$ cat src/rtl/inst_split_if.sv
// Fetch-to-decode handshake bundle for the store-split sequencer, including the
// combinational side-channel to the companion instruction divider.
interface inst_split_if;
  logic        in_valid;
  logic [31:0] in_inst;
  logic [31:0] in_pc;
  logic        in_ready;
  logic [31:0] div_src;
  logic [31:0] div_res;
  logic        out_valid;
  logic [31:0] out_inst;
  logic [31:0] out_pc;
  logic        out_split;
  logic        out_ready;

  // Environment side: upstream fetch, divider and downstream decode.
  modport master (
    output in_valid, in_inst, in_pc, div_res, out_ready,
    input  in_ready, div_src, out_valid, out_inst, out_pc, out_split
  );

  // Sequencer side.
  modport slave (
    input  in_valid, in_inst, in_pc, div_res, out_ready,
    output in_ready, div_src, out_valid, out_inst, out_pc, out_split
  );
endinterface

$ cat src/rtl/inst_split_seq.sv
// Splits sb/sh stores into a generated prefix lw followed by the original store;
// every other instruction passes straight through a single registered decode slot.
module inst_split_seq (
  input  logic          clk,
  input  logic          rst_n,
  input  logic          flush,
  inst_split_if.slave   bus
);

  typedef enum logic [1:0] {
    ST_EMPTY = 2'd0,
    ST_PRE   = 2'd1,
    ST_ORIG  = 2'd2
  } state_e;

  state_e      state_q, state_d;
  logic        out_valid_q, out_valid_d;
  logic [31:0] out_inst_q, out_inst_d;
  logic [31:0] out_pc_q, out_pc_d;
  logic        out_split_q, out_split_d;
  logic [31:0] hold_inst_q, hold_inst_d;
  logic [31:0] hold_pc_q, hold_pc_d;

  logic in_ready_s;
  logic accept_s;
  logic split_s;

  function automatic logic is_split_store(input logic [6:0] opcode, input logic [2:0] funct3);
    return (opcode == 7'b0100011) && ((funct3 == 3'b000) || (funct3 == 3'b001));
  endfunction

  assign in_ready_s = !flush && ((state_q == ST_EMPTY) ||
                                 ((state_q == ST_ORIG) && bus.out_ready));
  assign accept_s   = bus.in_valid && in_ready_s;
  assign split_s    = is_split_store(bus.in_inst[6:0], bus.in_inst[14:12]);

  assign bus.in_ready  = in_ready_s;
  assign bus.div_src   = bus.in_inst;
  assign bus.out_valid = out_valid_q;
  assign bus.out_inst  = out_inst_q;
  assign bus.out_pc    = out_pc_q;
  assign bus.out_split = out_split_q;

  // Next-state and output-slot update; flush overrides every other event.
  always_comb begin
    state_d     = state_q;
    out_valid_d = out_valid_q;
    out_inst_d  = out_inst_q;
    out_pc_d    = out_pc_q;
    out_split_d = out_split_q;
    hold_inst_d = hold_inst_q;
    hold_pc_d   = hold_pc_q;

    if (flush) begin
      state_d     = ST_EMPTY;
      out_valid_d = 1'b0;
      out_split_d = 1'b0;
      hold_inst_d = 32'h0000_0000;
      hold_pc_d   = 32'h0000_0000;
    end else if (accept_s) begin
      out_valid_d = 1'b1;
      out_pc_d    = bus.in_pc;
      if (split_s) begin
        state_d     = ST_PRE;
        out_inst_d  = bus.div_res;
        out_split_d = 1'b1;
        hold_inst_d = bus.in_inst;
        hold_pc_d   = bus.in_pc;
      end else begin
        state_d     = ST_ORIG;
        out_inst_d  = bus.in_inst;
        out_split_d = 1'b0;
      end
    end else begin
      case (state_q)
        ST_EMPTY: begin
          state_d = ST_EMPTY;
        end
        ST_PRE: begin
          // Prefix consumed: present the held store under the same PC.
          if (bus.out_ready) begin
            state_d     = ST_ORIG;
            out_inst_d  = hold_inst_q;
            out_pc_d    = hold_pc_q;
            out_split_d = 1'b0;
          end else begin
            state_d = ST_PRE;
          end
        end
        ST_ORIG: begin
          if (bus.out_ready) begin
            state_d     = ST_EMPTY;
            out_valid_d = 1'b0;
          end else begin
            state_d = ST_ORIG;
          end
        end
        default: begin
          state_d     = ST_EMPTY;
          out_valid_d = 1'b0;
          out_split_d = 1'b0;
        end
      endcase
    end
  end

  // State, output slot and held store registers.
  always_ff @(posedge clk or negedge rst_n) begin
    if (!rst_n) begin
      state_q     <= ST_EMPTY;
      out_valid_q <= 1'b0;
      out_inst_q  <= 32'h0000_0000;
      out_pc_q    <= 32'h0000_0000;
      out_split_q <= 1'b0;
      hold_inst_q <= 32'h0000_0000;
      hold_pc_q   <= 32'h0000_0000;
    end else begin
      state_q     <= state_d;
      out_valid_q <= out_valid_d;
      out_inst_q  <= out_inst_d;
      out_pc_q    <= out_pc_d;
      out_split_q <= out_split_d;
      hold_inst_q <= hold_inst_d;
      hold_pc_q   <= hold_pc_d;
    end
  end

endmodule

$ cat src/flat_wrapper.sv
// flat-port wrapper written by rule: the top's interface ports become plain ports
module inst_split_seq_flat 
  (clk, rst_n, flush, bus_in_valid, bus_in_inst, bus_in_pc, bus_div_res, bus_out_ready, bus_in_ready, bus_div_src, bus_out_valid, bus_out_inst, bus_out_pc, bus_out_split);
  inst_split_if bus_i ();
  input  logic clk;
  input  logic rst_n;
  input  logic flush;
  input wire logic [$bits(bus_i.in_valid)-1:0] bus_in_valid;
  input wire logic [$bits(bus_i.in_inst)-1:0] bus_in_inst;
  input wire logic [$bits(bus_i.in_pc)-1:0] bus_in_pc;
  input wire logic [$bits(bus_i.div_res)-1:0] bus_div_res;
  input wire logic [$bits(bus_i.out_ready)-1:0] bus_out_ready;
  output wire logic [$bits(bus_i.in_ready)-1:0] bus_in_ready;
  output wire logic [$bits(bus_i.div_src)-1:0] bus_div_src;
  output wire logic [$bits(bus_i.out_valid)-1:0] bus_out_valid;
  output wire logic [$bits(bus_i.out_inst)-1:0] bus_out_inst;
  output wire logic [$bits(bus_i.out_pc)-1:0] bus_out_pc;
  output wire logic [$bits(bus_i.out_split)-1:0] bus_out_split;
  assign bus_i.in_valid = bus_in_valid;
  assign bus_i.in_inst = bus_in_inst;
  assign bus_i.in_pc = bus_in_pc;
  assign bus_i.div_res = bus_div_res;
  assign bus_i.out_ready = bus_out_ready;
  assign bus_in_ready = bus_i.in_ready;
  assign bus_div_src = bus_i.div_src;
  assign bus_out_valid = bus_i.out_valid;
  assign bus_out_inst = bus_i.out_inst;
  assign bus_out_pc = bus_i.out_pc;
  assign bus_out_split = bus_i.out_split;
  inst_split_seq u_core (.clk(clk), .rst_n(rst_n), .flush(flush), .bus(bus_i));
endmodule
$ cat config.mk
export PLATFORM = sky130hd
export DESIGN_NAME = inst_split_seq_flat
export DESIGN_NICKNAME = d
export VERILOG_FILES = /design/src/rtl/inst_split_if.sv /design/src/rtl/inst_split_seq.sv /design/src/flat_wrapper.sv
export SDC_FILE = /design/constraint.sdc
export NUM_CORES = 1
export LEC_CHECK = 0
export CAP_MARGIN = 0
export CORE_MARGIN = 2
export CORE_UTILIZATION = 42
export CTS_CLUSTER_DIAMETER = 200
export DETAILED_ROUTE_END_ITERATION = 7
export GPL_TIMING_DRIVEN = 0
export PLACE_DENSITY = 0.82
export SLEW_MARGIN = 10
export SYNTH_ARGS = -nofsm -noshare
export SYNTH_HDL_FRONTEND = slang
export SYNTH_SLANG_ARGS = --single-unit
$ cat constraint.sdc
create_clock -name clk -period 1.7 [get_ports clk]
set_clock_uncertainty 0.15 [all_clocks]
set_input_delay 0.34 -clock clk [delete_from_list [all_inputs] [get_ports clk]]
set_output_delay 0.34 -clock clk [all_outputs]
set_load 0.02 [all_outputs]
# After elaboration in Yosys (flattened, before gate mapping)
# Cells that the tools add are included.
dict set report classes {
  mux 27
  eq_ne 8
  bitwise_logic 1
  n_reduce_logical 19
}
# cell count
set ops {}
lappend ops {{2-to-1 mux 32 bit} 13}
lappend ops {{2-to-1 mux 2 bit} 5}
lappend ops {{!= test 4 x 3 -> 1 bit, second input constant} 2}
lappend ops {{nonzero test 2 bit} 4}
lappend ops {{== test 7 x 6 -> 1 bit, second input constant} 1}
lappend ops {{2-to-1 mux 1 bit} 6}
lappend ops {{!= test 3 x 1 -> 1 bit, second input constant} 2}
lappend ops {{AND reduction 2 bit} 3}
lappend ops {{logical AND 1 bit} 4}
lappend ops {{case mux 1 bit (2 select lines)} 2}
lappend ops {{case mux 2 bit (2 select lines)} 1}
lappend ops {{OR reduction 2 bit} 2}
lappend ops {{== test 3 x 1 -> 1 bit, second input constant} 1}
lappend ops {{zero test 3 bit} 1}
lappend ops {{AND reduction 3 bit} 1}
lappend ops {{== test 2 x 1 -> 1 bit, second input constant} 1}
lappend ops {{== test 2 bit, second input constant} 1}
lappend ops {{zero test 2 bit} 1}
lappend ops {{logical OR 1 bit} 2}
lappend ops {{zero test 1 bit} 1}
lappend ops {{NOT 1 bit} 1}
dict set report word_totals {
  in_bits 101
  register_bits 132
}

# Longest topological paths before layout
dict set report depth {
  ltp_word 7
  mapped_depth 8
  ltp_nobuf 6
}

# Least setup slack after synthesis
# Ideal clock, no wire load.
dict set report synth_timing {
  path_kind {register to register}
  startpoint {register u_core.state_q[0]}
  endpoint {register u_core.out_inst_q[26] (netlist: u_core.bus.out_inst[26])}
  path_stages_with_launch 9
  setup_time_ps 132
  slack_ps -106
  t_arrival_ps 1524
  required_ps 1418
  synth_period_minus_slack_ps 1806
  path_cell_list {dfrtp_1 inv_1 ha_1 nand3_1 a31o_2 buf_2 buf_2 a221oi_1 a21oi_1}
}
dict set report synth_between {
  elab_chain_len 7
}
# element line
set synth_rtl {}
lappend synth_rtl {{from (decl)} inst_split_seq.sv:16} ;# state_e state_q, state_d;
lappend synth_rtl {{from (signal assigned)} inst_split_seq.sv:118} ;# state_q <= state_d;
lappend synth_rtl {{== test 2 bit} inst_split_seq.sv:33} ;# ((state_q == ST_ORIG) && bus.out_ready));
lappend synth_rtl {{logical AND 1 bit} inst_split_seq.sv:33}
lappend synth_rtl {{logical OR 1 bit} inst_split_seq.sv:32} ;# assign in_ready_s = !flush && ((state_q == ST_EMPTY) ||
lappend synth_rtl {{logical AND 1 bit} inst_split_seq.sv:32}
lappend synth_rtl {{logical AND 1 bit} inst_split_seq.sv:34} ;# assign accept_s = bus.in_valid && in_ready_s;
lappend synth_rtl {{nonzero test 2 bit (no line)} n/a}
lappend synth_rtl {{AND reduction 3 bit (no line)} n/a}
lappend synth_rtl {{to (signal assigned)} inst_split_seq.sv:120} ;# out_inst_q <= out_inst_d;
lappend synth_rtl {{to (decl)} inst_split_seq.sv:18} ;# logic [31:0] out_inst_q, out_inst_d;
# Parallel ways exist; a longest one is shown, timed or not.
# A chain may end at the register's enable or synchronous reset.

# Worst setup path in the final report
dict set report layout_timing {
  startpoint {register u_core.state_q[1]}
  endpoint {register u_core.out_pc_q[31] (netlist: u_core.bus.out_pc[31])}
}
dict set report layout_between {
  elab_chain_len 7
}
# element line
set layout_rtl {}
lappend layout_rtl {{== test 2 bit} inst_split_seq.sv:33}
lappend layout_rtl {{logical AND 1 bit} inst_split_seq.sv:33}
lappend layout_rtl {{logical OR 1 bit} inst_split_seq.sv:32}
lappend layout_rtl {{logical AND 1 bit} inst_split_seq.sv:32}
lappend layout_rtl {{logical AND 1 bit} inst_split_seq.sv:34}
lappend layout_rtl {{nonzero test 2 bit (no line)} n/a}
lappend layout_rtl {{AND reduction 3 bit (no line)} n/a}
lappend layout_rtl {{to (signal assigned)} inst_split_seq.sv:121} ;# out_pc_q <= out_pc_d;
lappend layout_rtl {{to (decl)} inst_split_seq.sv:19} ;# logic [31:0] out_pc_q, out_pc_d;
# Parallel ways exist; a longest one is shown, timed or not.

==> impl_metrics.ini <==
[run_status]
outcome = complete, but fails checks
violations = negative setup slack

[synth]
syn_nets = 794
syn_area_mm2 = 0.00614
synth_top_family_by_area = simple AND/OR/NAND/NOR gates
synthMuxAreaShare_pct = 0
ys_top_cells_by_area = dfrtp_1 (54%), nand2_1 (12%), nor2_1 (4.3%)
synth_compound_area_share_pct = 16.6
synthDistinctLibCells = 35
ys_ff_latch = 132
yosys_warnings = 0
synth_fa_ha_area_share_pct = 0.611
avgSynthCellArea_um2 = 8.90
synth.top_cell.area_share_pct = 53.8
ys.flop_type = dfrtp_1
synth-seq-area-share_pct = 53.8
synth_edf_count = 0
async_reset_ff_share_pct = 100
yosys.area_share.simple_pct = 20.4
synthXorXnorAreaFrac_pct = 0
syn-instance-count = 690
yosysTopAreaCell = dfrtp_1

[pwr]
cellInternalPower_mw = 7.08
seqPwrFrac_pct = 36.2
power.switching_mw = 2.78
power.total_mw = 9.86
clkPwrFrac_pct = 41.2
power_leakage_nw = 5.07
powerDensity_mw_per_mm2 = 890
ir_drop_uv = 677
swShare_pct = 28.2
pwr-share-comb_pct = 22.6

[detailed_routing]
route.detailed.drc = 0
drt-vias-per-instance = 5.54
drt-total-wl_um = 23200
num_vias = 6409
ant_nets = 0
dr.first_iter.drc_count = 476
avgRoutedWirePerCell_um = 20.0
drt-pass1-iter-count = 7

[clocking]
cts_made_buffers = 17
clockBufferDepth = 2
root_buffer = clkbuf_16
clk_pin_slew_ns = 0.06
clock_latency_ns = 0.42
htree_levels = 4
cts_tree = done
cts_sinks = 132

[sta]
slew_headroom_pct = 59.9
setup-violations-final = 133
min_period_ns = 2.07
rsz0062_at_grt = yes
fmax_mhz = 482
tightest_slew_ns = 0.602
worst_slack_ns = -0.373
timing.final.crit_share_pct = 122
fin_setup_tns_ns = -31.31
drv_slew = 0
hold_viol_final = 0

[placed_design]
io_buffer_count = 199
place_area_mm2 = 0.00857
hpwl_um = 13100
gp_congestion = 0.771
dp_cells = 1074

[critical_path]
cp.required_ns = 1.88
arrival_ns = 2.25
startpoint = u_core.state_q[1]
path_delay_family = buffers and inverters
cp_max_fo = 5
cp.depth = 11
ff2ff_path_depth = 11
crit_path_end = u_core.bus.out_pc[31]
reg2reg_to = u_core.bus.out_pc[31]
r2r_slack_ns = -0.37
path_buf_inv = 6
r2r_start = u_core.state_q[1]
path_class = flip-flop to flip-flop
critical_path.max_stage_delay_ns = 0.42
worstSetupEndpointType = flip-flop
worstPathCellList = inv_2 > ha_4 > a21o_4 > buf_4 > buf_6 > buf_12 > nand2_8 > buf_6 > buf_12 > nand2_1 > a31oi_1
slowest_stage = dfrtp_1
critPathLaunchType = flip-flop

[floorplan]
rows = 44
initial_utilization_pct = 42.6
design.die.area_mm2 = 0.0156
die_h_um = 125
core_mm2 = 0.0144
io_pins = 200
die_x_um = 125

[hold_path]
hold_class = primary input to flip-flop
holdCritStartpoint = bus_in_inst[31]

[global_route]
grt_max_degree = 79
grt_usage_pct = 26.2
grt_pass1_vias = 6049
grt_overflow = 0
antenna_found_initial = 2
grt_pass1_wl_um = 32100

[final_layout]
nets = 1062
utilization_pct = 76.9
drive_above_1_share_pct = 37.5
area_delta_synth_final_pct = 80.6
n_fill_cell = 917
fin_area_mm2 = 0.0111
stdcell_count = 1156

[job]
maxCapViolCount = 0
kinds of logic after synthesis:
| logic type | count (synthesis) |
|---|---|
| simple gates | 306 |
| compound gates | 159 |
| flops | 132 |
| buf+inv | 90 |
| fa+ha+maj | 3 |
metal layers:
layer	vias to the layer above	wire (um)	global-route usage, %
met5	-	12	0
met4	2	712	7.84
met3	64	1640	7.04
met2	313	11800	42.8
met1	3151	8990	34.4
li1	2879	-	-
worst min-delay path, stage by stage:
cell and delay (ns):
dlygate4sd2_1 0.25, nand2_1 0.08, o21ai_2 0.05
registers in the layout (all words and copies together), names as in the netlist:
| name | count |
|---|---|
| u_core.bus.out_inst | 32 |
| u_core.bus.out_pc | 32 |
| u_core.bus.out_split | 1 |
| u_core.bus.out_valid | 1 |
| u_core.hold_inst_q | 32 |
| u_core.hold_pc_q | 32 |
| u_core.state_q | 2 |
cell usage in the layout, fill, tap and decap left out, drive strengths merged, types with 23 or more instances in the layout:
cell / synthesis / final
a21oi: 31 / 31
a221oi: 23 / 23
a31oi: 33 / 33
buf: 68 / 123
clkbuf: 17 / 46
clkdlybuf4s50: 0 / 82
dfrtp: 132 / 132
dlygate4sd2: 0 / 67
nand2: 193 / 194
nand3: 24 / 24
nor2: 72 / 72
o21ai: 57 / 57
repair_timing:
action / in CTS / in global routing
endpoints found under the hold margin: 54 / 0
gates cloned: 10 / 16
pin swaps: 25 / 115
gates resized for setup: 279 / 296
hold buffers: 1 / 0
setup buffers: 19 / 11
endpoints found under the setup margin: 231 / 154
worst min-delay path by stage:
stage                                    to  cells after the start  slack [ns]
floorplan            u_core.bus.out_inst[0]                      0       -0.11
global placement      u_core.hold_inst_q[2]                      1        0.31
detailed placement  u_core.bus.out_inst[15]                      1        0.19
CTS                  u_core.hold_inst_q[31]                      3        0.18
global route         u_core.hold_inst_q[30]                      3        0.20
finish               u_core.hold_inst_q[31]                      3        0.18
Yosys cell counts (all sizes together), types with 2 or more instances:
cell type  count
nor2          72
nand2        193
a21oi         31
a41oi          5
dfrtp        132
o21ai         57
ha             3
o211ai         2
nor2b          2
a31o           2
a221oi        23
nand3         24
a41o           2
a31oi         33
buf           68
and2           8
clkbuf        17
inv            5
metrics by stage:
step	hold WS, ns	setup WS (ns)
3_5_place_dp	0.192	-1.25
5_1_grt	0.195	-0.433
3_3_place_gp	0.314	-5.20
6_report	0.177	-0.373
4_1_cts	0.181	-0.343
2_1_floorplan	-0.106	-0.0430
cell type report:
cell class                      instances  area, um2  share of cell area (%)
Sequential cell                       132       3300                    29.8
Multi-Input combinational cell        469       3170                    28.6
Timing Repair Buffer                  253       2830                    25.5
Buffer                                 80        885                    7.98
Clock buffer                           18        439                    3.96
Tap cell                              184        230                    2.08
Clock inverter                         14        209                    1.88
Inverter                                5       18.8                   0.169
Antenna cell                            1       2.50                  0.0226
power by group through the flow:
| stage | Combinational [mW] | Clock (mW) | Sequential, mW |
|---|---|---|---|
| floorplan | 0.579 | 0 | 3.92 |
| global placement | 2.00 | 0 | 3.59 |
| detailed placement | 2.02 | 0 | 3.60 |
| CTS | 1.99 | 4.05 | 3.54 |
| global route | 2.36 | 4.23 | 3.60 |
| finish | 2.23 | 4.07 | 3.57 |
(Power assumes the default switching activity.)
